### config.mk
export PLATFORM = sky130hd
export DESIGN_NAME = mem_port_arbiter
export DESIGN_NICKNAME = d
export VERILOG_FILES = /design/src/rtl/mem_pkg.sv /design/src/rtl/mem_port_arbiter_rr_pick2.sv /design/src/rtl/mem_port_arbiter.sv
export SDC_FILE = /design/constraint.sdc
export NUM_CORES = 1
export LEC_CHECK = 0
export BUFFER_PORTS_ARGS = -buffer_cell sky130_fd_sc_hd__buf_2
export CORE_AREA = 2 2 341 343
export CTS_CLUSTER_SIZE = 10
export DETAILED_ROUTE_END_ITERATION = 6
export DIE_AREA = 0 0 343 345
export SYNTH_ARGS = -nofsm -noshare
export SYNTH_HDL_FRONTEND = slang
export SYNTH_HIERARCHICAL = 1
export SYNTH_SLANG_ARGS = --single-unit
export TNS_END_PERCENT = 30
### constraint.sdc
create_clock -name clk -period 24.3 [get_ports clk]
set_clock_uncertainty 0.2 [all_clocks]
set_input_delay 3.645 -clock clk [delete_from_list [all_inputs] [get_ports clk]]
set_output_delay 3.645 -clock clk [all_outputs]
set_load 0.05 [all_outputs]
### src/rtl/mem_pkg.sv
`default_nettype none
// ============================================================================
// Module   : mem_pkg
// Purpose  : Shared widths and enums for the memory-port arbiter slice.
// Revision : 1.0  initial release
// ============================================================================
package mem_pkg;

    localparam int LINE_W = 128;
    localparam int ADDR_W = 32;

    typedef enum logic [1:0] {
        IDLE = 2'd0,
        BUSY = 2'd1,
        RESP = 2'd2
    } arb_state_t;

    typedef enum logic {
        REQ_I = 1'b0,
        REQ_D = 1'b1
    } req_id_t;

endpackage
`default_nettype wire

### src/rtl/mem_port_arbiter_rr_pick2.sv
`default_nettype none
// ============================================================================
// Module   : rr_pick2
// Purpose  : Combinational two-way picker, round-robin or fixed D priority.
// Revision : 1.0  initial release
// ============================================================================
module rr_pick2
    import mem_pkg::*;
(
    input  logic    req_i,
    input  logic    req_d,
    input  req_id_t last_grant,
    input  logic    fixed_prio,
    output req_id_t grant_id,
    output logic    grant_valid
);

    always_comb begin
        grant_valid = req_i | req_d;
        grant_id    = REQ_I;
        if (req_i && req_d) begin
            // On a tie the side that did not win last time goes next.
            grant_id = (fixed_prio || (last_grant == REQ_I)) ? REQ_D : REQ_I;
        end else if (req_d) begin
            grant_id = REQ_D;
        end
    end

endmodule
`default_nettype wire

### src/rtl/mem_port_arbiter.sv
`default_nettype none
// ============================================================================
// Module   : mem_port_arbiter
// Purpose  : Shares one main-memory line port between I- and D-cache misses.
// Revision : 1.0  initial release
// ============================================================================
module mem_port_arbiter
    import mem_pkg::*;
#(
    parameter int FIXED_PRIO     = 0,
    parameter int TIMEOUT_CYCLES = 64
) (
    input  logic              clk,
    input  logic              reset,

    input  logic              in_i_req,
    input  logic              in_i_write,
    input  logic [ADDR_W-1:0] in_i_addr,
    input  logic [LINE_W-1:0] in_i_wdata,
    output logic [LINE_W-1:0] out_i_rdata,
    output logic              out_i_ready,

    input  logic              in_d_req,
    input  logic              in_d_write,
    input  logic [ADDR_W-1:0] in_d_addr,
    input  logic [LINE_W-1:0] in_d_wdata,
    output logic [LINE_W-1:0] out_d_rdata,
    output logic              out_d_ready,

    output logic              out_mem_read_en,
    output logic              out_mem_write_en,
    output logic [ADDR_W-1:0] out_mem_addr,
    output logic [LINE_W-1:0] out_mem_write_data,
    input  logic [LINE_W-1:0] in_mem_read_data,
    input  logic              in_mem_ready,

    output logic              out_busy,
    output logic              out_timeout_err
);

    localparam int               WD_W    = $clog2(TIMEOUT_CYCLES + 1);
    localparam logic [WD_W-1:0]  WD_LAST = WD_W'(TIMEOUT_CYCLES - 1);

    arb_state_t        state_q, state_d;
    req_id_t           owner_q, owner_d;
    req_id_t           last_grant_q, last_grant_d;
    logic              write_q, write_d;
    logic [ADDR_W-1:0] addr_q, addr_d;
    logic [LINE_W-1:0] wdata_q, wdata_d;
    logic [LINE_W-1:0] i_rdata_q, i_rdata_d;
    logic [LINE_W-1:0] d_rdata_q, d_rdata_d;
    logic [WD_W-1:0]   wd_q, wd_d;
    logic              err_q, err_d;

    req_id_t           pick_id;
    logic              pick_valid;
    logic              rd_load;
    logic [LINE_W-1:0] rd_line;

    rr_pick2 u_pick (
        .req_i       (in_i_req),
        .req_d       (in_d_req),
        .last_grant  (last_grant_q),
        .fixed_prio  (FIXED_PRIO != 0),
        .grant_id    (pick_id),
        .grant_valid (pick_valid)
    );

    always_comb begin
        state_d          = state_q;
        owner_d          = owner_q;
        last_grant_d     = last_grant_q;
        write_d          = write_q;
        addr_d           = addr_q;
        wdata_d          = wdata_q;
        i_rdata_d        = i_rdata_q;
        d_rdata_d        = d_rdata_q;
        wd_d             = wd_q;
        err_d            = err_q;
        rd_load          = 1'b0;
        rd_line          = '0;
        out_mem_read_en  = 1'b0;
        out_mem_write_en = 1'b0;
        out_i_ready      = 1'b0;
        out_d_ready      = 1'b0;

        case (state_q)
            IDLE: begin
                if (pick_valid) begin
                    state_d      = BUSY;
                    owner_d      = pick_id;
                    last_grant_d = pick_id;
                    write_d      = (pick_id == REQ_D) ? in_d_write : in_i_write;
                    addr_d       = (pick_id == REQ_D) ? in_d_addr  : in_i_addr;
                    wdata_d      = (pick_id == REQ_D) ? in_d_wdata : in_i_wdata;
                    wd_d         = '0;
                end
            end
            BUSY: begin
                // Enables fall in the ready cycle so memory never sees a restart.
                out_mem_read_en  = ~write_q & ~in_mem_ready;
                out_mem_write_en =  write_q & ~in_mem_ready;
                if (in_mem_ready) begin
                    state_d = RESP;
                    rd_load = ~write_q;
                    rd_line = in_mem_read_data;
                end else if (wd_q == WD_LAST) begin
                    state_d = RESP;
                    err_d   = 1'b1;
                    rd_load = ~write_q;
                end else begin
                    wd_d = wd_q + WD_W'(1);
                end
            end
            RESP: begin
                out_i_ready = (owner_q == REQ_I);
                out_d_ready = (owner_q == REQ_D);
                state_d     = IDLE;
            end
            default: state_d = IDLE;
        endcase

        if (rd_load) begin
            if (owner_q == REQ_D) begin
                d_rdata_d = rd_line;
            end else begin
                i_rdata_d = rd_line;
            end
        end
    end

    always_ff @(posedge clk or posedge reset) begin
        if (reset) begin
            state_q      <= IDLE;
            owner_q      <= REQ_I;
            last_grant_q <= REQ_I;
            write_q      <= 1'b0;
            addr_q       <= '0;
            wdata_q      <= '0;
            i_rdata_q    <= '0;
            d_rdata_q    <= '0;
            wd_q         <= '0;
            err_q        <= 1'b0;
        end else begin
            state_q      <= state_d;
            owner_q      <= owner_d;
            last_grant_q <= last_grant_d;
            write_q      <= write_d;
            addr_q       <= addr_d;
            wdata_q      <= wdata_d;
            i_rdata_q    <= i_rdata_d;
            d_rdata_q    <= d_rdata_d;
            wd_q         <= wd_d;
            err_q        <= err_d;
        end
    end

    assign out_i_rdata        = i_rdata_q;
    assign out_d_rdata        = d_rdata_q;
    assign out_mem_addr       = addr_q;
    assign out_mem_write_data = wdata_q;
    assign out_busy           = (state_q != IDLE);
    assign out_timeout_err    = err_q;

endmodule
`default_nettype wire
---- Word-level counts from Yosys, hierarchy flattened ----
Index checks and enable logic that the tools add are counted.
storage, ports and cells
  register bits ........................... 428
  input port bits ......................... 455
  output and inout bits ................... 422
  word-level logic and storage cells ...... 56
cells by class
  $add $sub $neg .......................... 1
  eq/ne operators ......................... 7
  mux-type cells .......................... 23
  bitwise gates (word level) .............. 6
  reductions and logical operators ........ 10
operator list
  kind                   count
  $mux W128              3
  $mux W32               1
  $mux W7                3
  $pmux W7 S2            1
  $mux W1                11
  $reduce_and A2 Y1      4
  $add A7 B1 Y7 const B  1
  $eq A7 B6 Y1 const B   1
  $mux W2                3
  $ne A2 B2 Y1 const B   3
  $pmux W2 S2            1
  $reduce_and A4 Y1      1
  $reduce_bool A2 Y1     2
  $ne A3 B3 Y1 const B   1
  $not A1 Y1             3
  $reduce_and A3 Y1      1
  $and A1 B1 Y1          2
  $eq A2 B1 Y1 const B   1
  $eq A2 B2 Y1 const B   1
  $logic_not A2 Y1       1
  $logic_and A1 B1 Y1    1
  $or A1 B1 Y1           1

---- Depth between registers and ports, before layout ----
  word-level depth ........................ 5
  mapped depth ............................ 8
  depth with buffers taken out ............ 5

---- Cells and area by module ----
The synthesis kept the hierarchy.
by module, submodules not included
  module            times used  cells an instance  area each (µm²)
  mem_port_arbiter  1           1,341              17,116.4
  rr_pick2          1           4                  20.0

---- Least setup slack after synthesis ----
No wires, ideal clock.
  path kind ............................... in2out
  from .................................... input port in_mem_ready
  to ...................................... output port out_mem_read_en
  data arrival time ....................... 4.900 ns
  path slack .............................. 15.555 ns
  stages .................................. 2
  buffers on the path ..................... 1
  cell sequence ........................... buf_2 > nor3_1
between the ends
  cells in the longest elaborated chain, start to end .. 3
ends and longest elaborated chain
  element                      RTL line                 RTL
  from (decl)                  mem_port_arbiter.sv:35   input logic in_mem_ready,
  $not A1 Y1 (no source line)  -
  $and A1 B1 Y1                mem_port_arbiter.sv:101  out_mem_read_en = ~write_q & ~in_mem_ready;
  $mux W1                      mem_port_arbiter.sv:87   case (state_q)
  to (decl)                    mem_port_arbiter.sv:30   output logic out_mem_read_en,
Every way passes these cells.

---- Final worst setup path ----
  from .................................... input port in_mem_ready
  to ...................................... output port out_mem_write_en
between the ends
  cells in the longest elaborated chain, start to end .. 3
ends and longest elaborated chain
  element                      RTL line                 RTL
  $not A1 Y1 (no source line)  -
  $and A1 B1 Y1                mem_port_arbiter.sv:102  out_mem_write_en = write_q & ~in_mem_ready;
  $mux W1                      mem_port_arbiter.sv:87
  to (decl)                    mem_port_arbiter.sv:31   output logic out_mem_write_en,
Every way passes these cells.

==> flow_summary.yaml <==
run_status:
  status: "completed"
setup_path:
  path_buf_inv: 2
  crit_arrival_ns: 4.38
  cp-start-kind: "input port"
  crit_slowest_cell: "buf_2"
  cp_data_required_time_ns: 20.45
  slowest_delay_ns: 0.26
  cp-startpoint: "in_mem_ready"
  critPathTopFamily: "buffers and inverters"
  crit_path_end_kind: "output pin"
  cp_common_cell: "buf_2"
  crit_fanout: 8
  worstReg2RegStart: "last_grant_q"
  path_class: "in2out"
  crit_chain: "buf_2 -> nor2_1 -> and2_1 -> buf_2"
synth:
  synth_seq_cells: 428
  async_flop_share_pct: 100.0
  ys_types: 40
  synth_top_area_cell: "dfrtp_1"
  syn-num-nets: 1801
  synth-seq-area-share_pct: 62.50
  syn_area_per_cell_um2: 12.74
  yosysWarnings: 6
  synth_cells: 1345
  netlist.area_leader.share_pct: 62.50
  synthesis.area_um2: 17140
  netlist_top_cells_area: "dfrtp_1 63%, a22o_1 13%, mux2i_1 9.5%, nand2_1 3.7%, o21ai_0 3.6%"
  synth_edf_count: 0
  synth_top_flop_cell: "dfrtp_1"
timing:
  finalHoldViolations: 0
  rsz0062_at_grt: "no"
  tns_ns: 0
  holdWs_ns: 0.2507
  setup_slack_ns: 16.08
  worstMarginPinSlew_ns: 0.9840
  layout_min_cycle_time_ns: 8.224
  finalCritPeriodShare_pct: 33.84
  setup_viol: 0
  finalMaxSlewViolations: 0
  slew_headroom_pct: 34.40
  max_freq_ghz: 0.1216
power:
  p_leak_nw: 12.30
  vdd_drop_max_mv: 0.06059
  power-per-cell-area_nw_per_um2: 172.6
finish:
  fillers: 12614
  layout-drive-gt1-share_pct: 44.16
  layout-area-overhead-vs-synth_pct: 42.17
  fin_util_pct: 21.17
  final_nets: 2634
route:
  drt_iter0_markers: 647
  wirelength_um: 75890
  routed_via_density: 3.862
  via_count: 14359
  drc_errors: 0
  drt_first_pass_iters: 4
  ant_nets: 0
  wire_per_inst_um: 20.41
cts:
  h-tree-depth: 2
  clock_sinks: 428
  cts_hold_buf: 0
  clockBufferDepth: 3
  cts_tree: "done"
  ctsResizeCount: 0
  insertion_delay_ns: 0.60
  post-cts-setup-buffers: 0
  cts_inserted_buffers: 50
  cts_root_buffer: "clkbuf_16"
  path_clk_slew_ns: 0.06
place:
  gp_congestion: 0.8913
  port_buffers: 876
  dp_hpwl_um: 60570
  post-place-ws_ns: 16.08
hold_path:
  hold_class: "reg2reg"
  worstHoldStart: "out_timeout_err"
grt:
  grt_pass1_wl_um: 105900
  grt.overflow.total: 0
  grt_antenna_before_repair: 24
  grt_pass1_vias: 14261
  grt_max_degree: 128
  track_usage_pct: 12.27
floorplanning:
  fp.dieW_um: 343
  die_h_um: 345
  initial_utilization_pct: 14.89
  die_area_um2: 118300
  std_cell_rows: 125
  core_area_um2: 115100
  io_pins: 877
flow_run:
  maxCapViolations: 0
[worst register-to-register path: cells and delay by family (launching register included)]
family          cells  cell delay [ns]
flops               1             0.51
buf+inv             3             2.35
mux                 1             0.34
compound gates      2             0.62
[final timing paths]
path | depth (start not counted) | slack [ns] | to
max in group asynchronous | 5 | 18.19 | wd_q[1]
min in group asynchronous | 2 | 2.94 | out_d_rdata[95]
hold reg to reg | 1 | 0.25 | out_timeout_err
hold / removal | 1 | 0.25 | out_timeout_err
setup / recovery | 4 | 16.08 | out_mem_write_en
setup reg to reg | 6 | 20.13 | out_mem_write_data[76]
[metal layers]
layer	share of wire [%]	GRT usage (%)
met1	42	15.66
met2	47	19.98
met3	7.6	3.418
met4	3.1	3.832
met5	0.076	0
[flip-flops by register name, summed over array words and instances (netlist names)]
register            count
state_q                 2
out_d_rdata           128
out_mem_addr           32
out_i_rdata           128
last_grant_q            1
wd_q                    7
write_q                 1
out_mem_write_data    128
out_timeout_err         1
[placed cells by master, fill, tap and decap left out, types with 2 or more instances in the layout]
master and count:
o41ai_1 2, nand2_1 167, nand2b_1 4, mux2_1 2, dfrtp_1 428, clkbuf_16 51, nor2_1 6, diode_2 2
clkbuf_8 6, buf_2 876, o211ai_4 2, clkbuf_1 6, inv_1 5, a21oi_1 4, buf_4 18, and2_1 2
nor3b_1 2, a22o_1 256, o21ai_1 41, mux2i_1 163, nor4_2 2, o21ai_0 122, inv_2 2, a2111o_1 2
[metrics by stage]
step / instances / power (mW) / area (um^2)
final: 3718 / 4.205 / 24360
after global routing: 3717 / 4.411 / 24360
after CTS: 3716 / 4.279 / 24360
after detailed placement: 3650 / 3.560 / 22920
after global placement: 3650 / 3.538 / 22920
after floorplan: 1345 / 2.847 / 17140
[layout make-up]
type                            count  area (um^2)  area share [%]
Tap cell                         1524         1907           7.827
Multi-Input combinational cell    795         5724           23.50
Clock buffer                       63         1381           5.670
Inverter                            8        37.54          0.1541
Clock inverter                      3        58.81          0.2414
Timing Repair Buffer              895         4539           18.63
Antenna cell                        2        5.005         0.02054
Sequential cell                   428        10710           43.96
[synthesized netlist by cell type (4+ instances only)]
cell type and count:
inv_1 6, nand2b_1 4, dfrtp_1 428, mux2i_1 163
o21ai_0 122, a22o_1 256, o21ai_1 41, clkbuf_1 26
a21oi_1 4, buf_6 26, nor2_1 6, nand2_1 168
buf_4 10, buf_2 51
[report_power, final]
part | switching (mW) | internal, mW | total [mW]
combinational | 1.77 | 0.507 | 2.28
sequential | 0.186 | 1.04 | 1.23
clock | 0.293 | 0.403 | 0.696
total | 2.25 | 1.95 | 4.20
[cells by family after synthesis]
kind of cell | after synthesis | synth area share (%)
and+or+nand+nor | 193 | 4.644
muxes | 165 | 9.652
DFF | 428 | 62.50
buffers and inverters | 122 | 4.403
adders and majority gates | 1 | 0.07300
other | 1 | 0.02188
AOI/OAI and AO/OA | 435 | 18.71
Power figures use the tool's default switching activity.
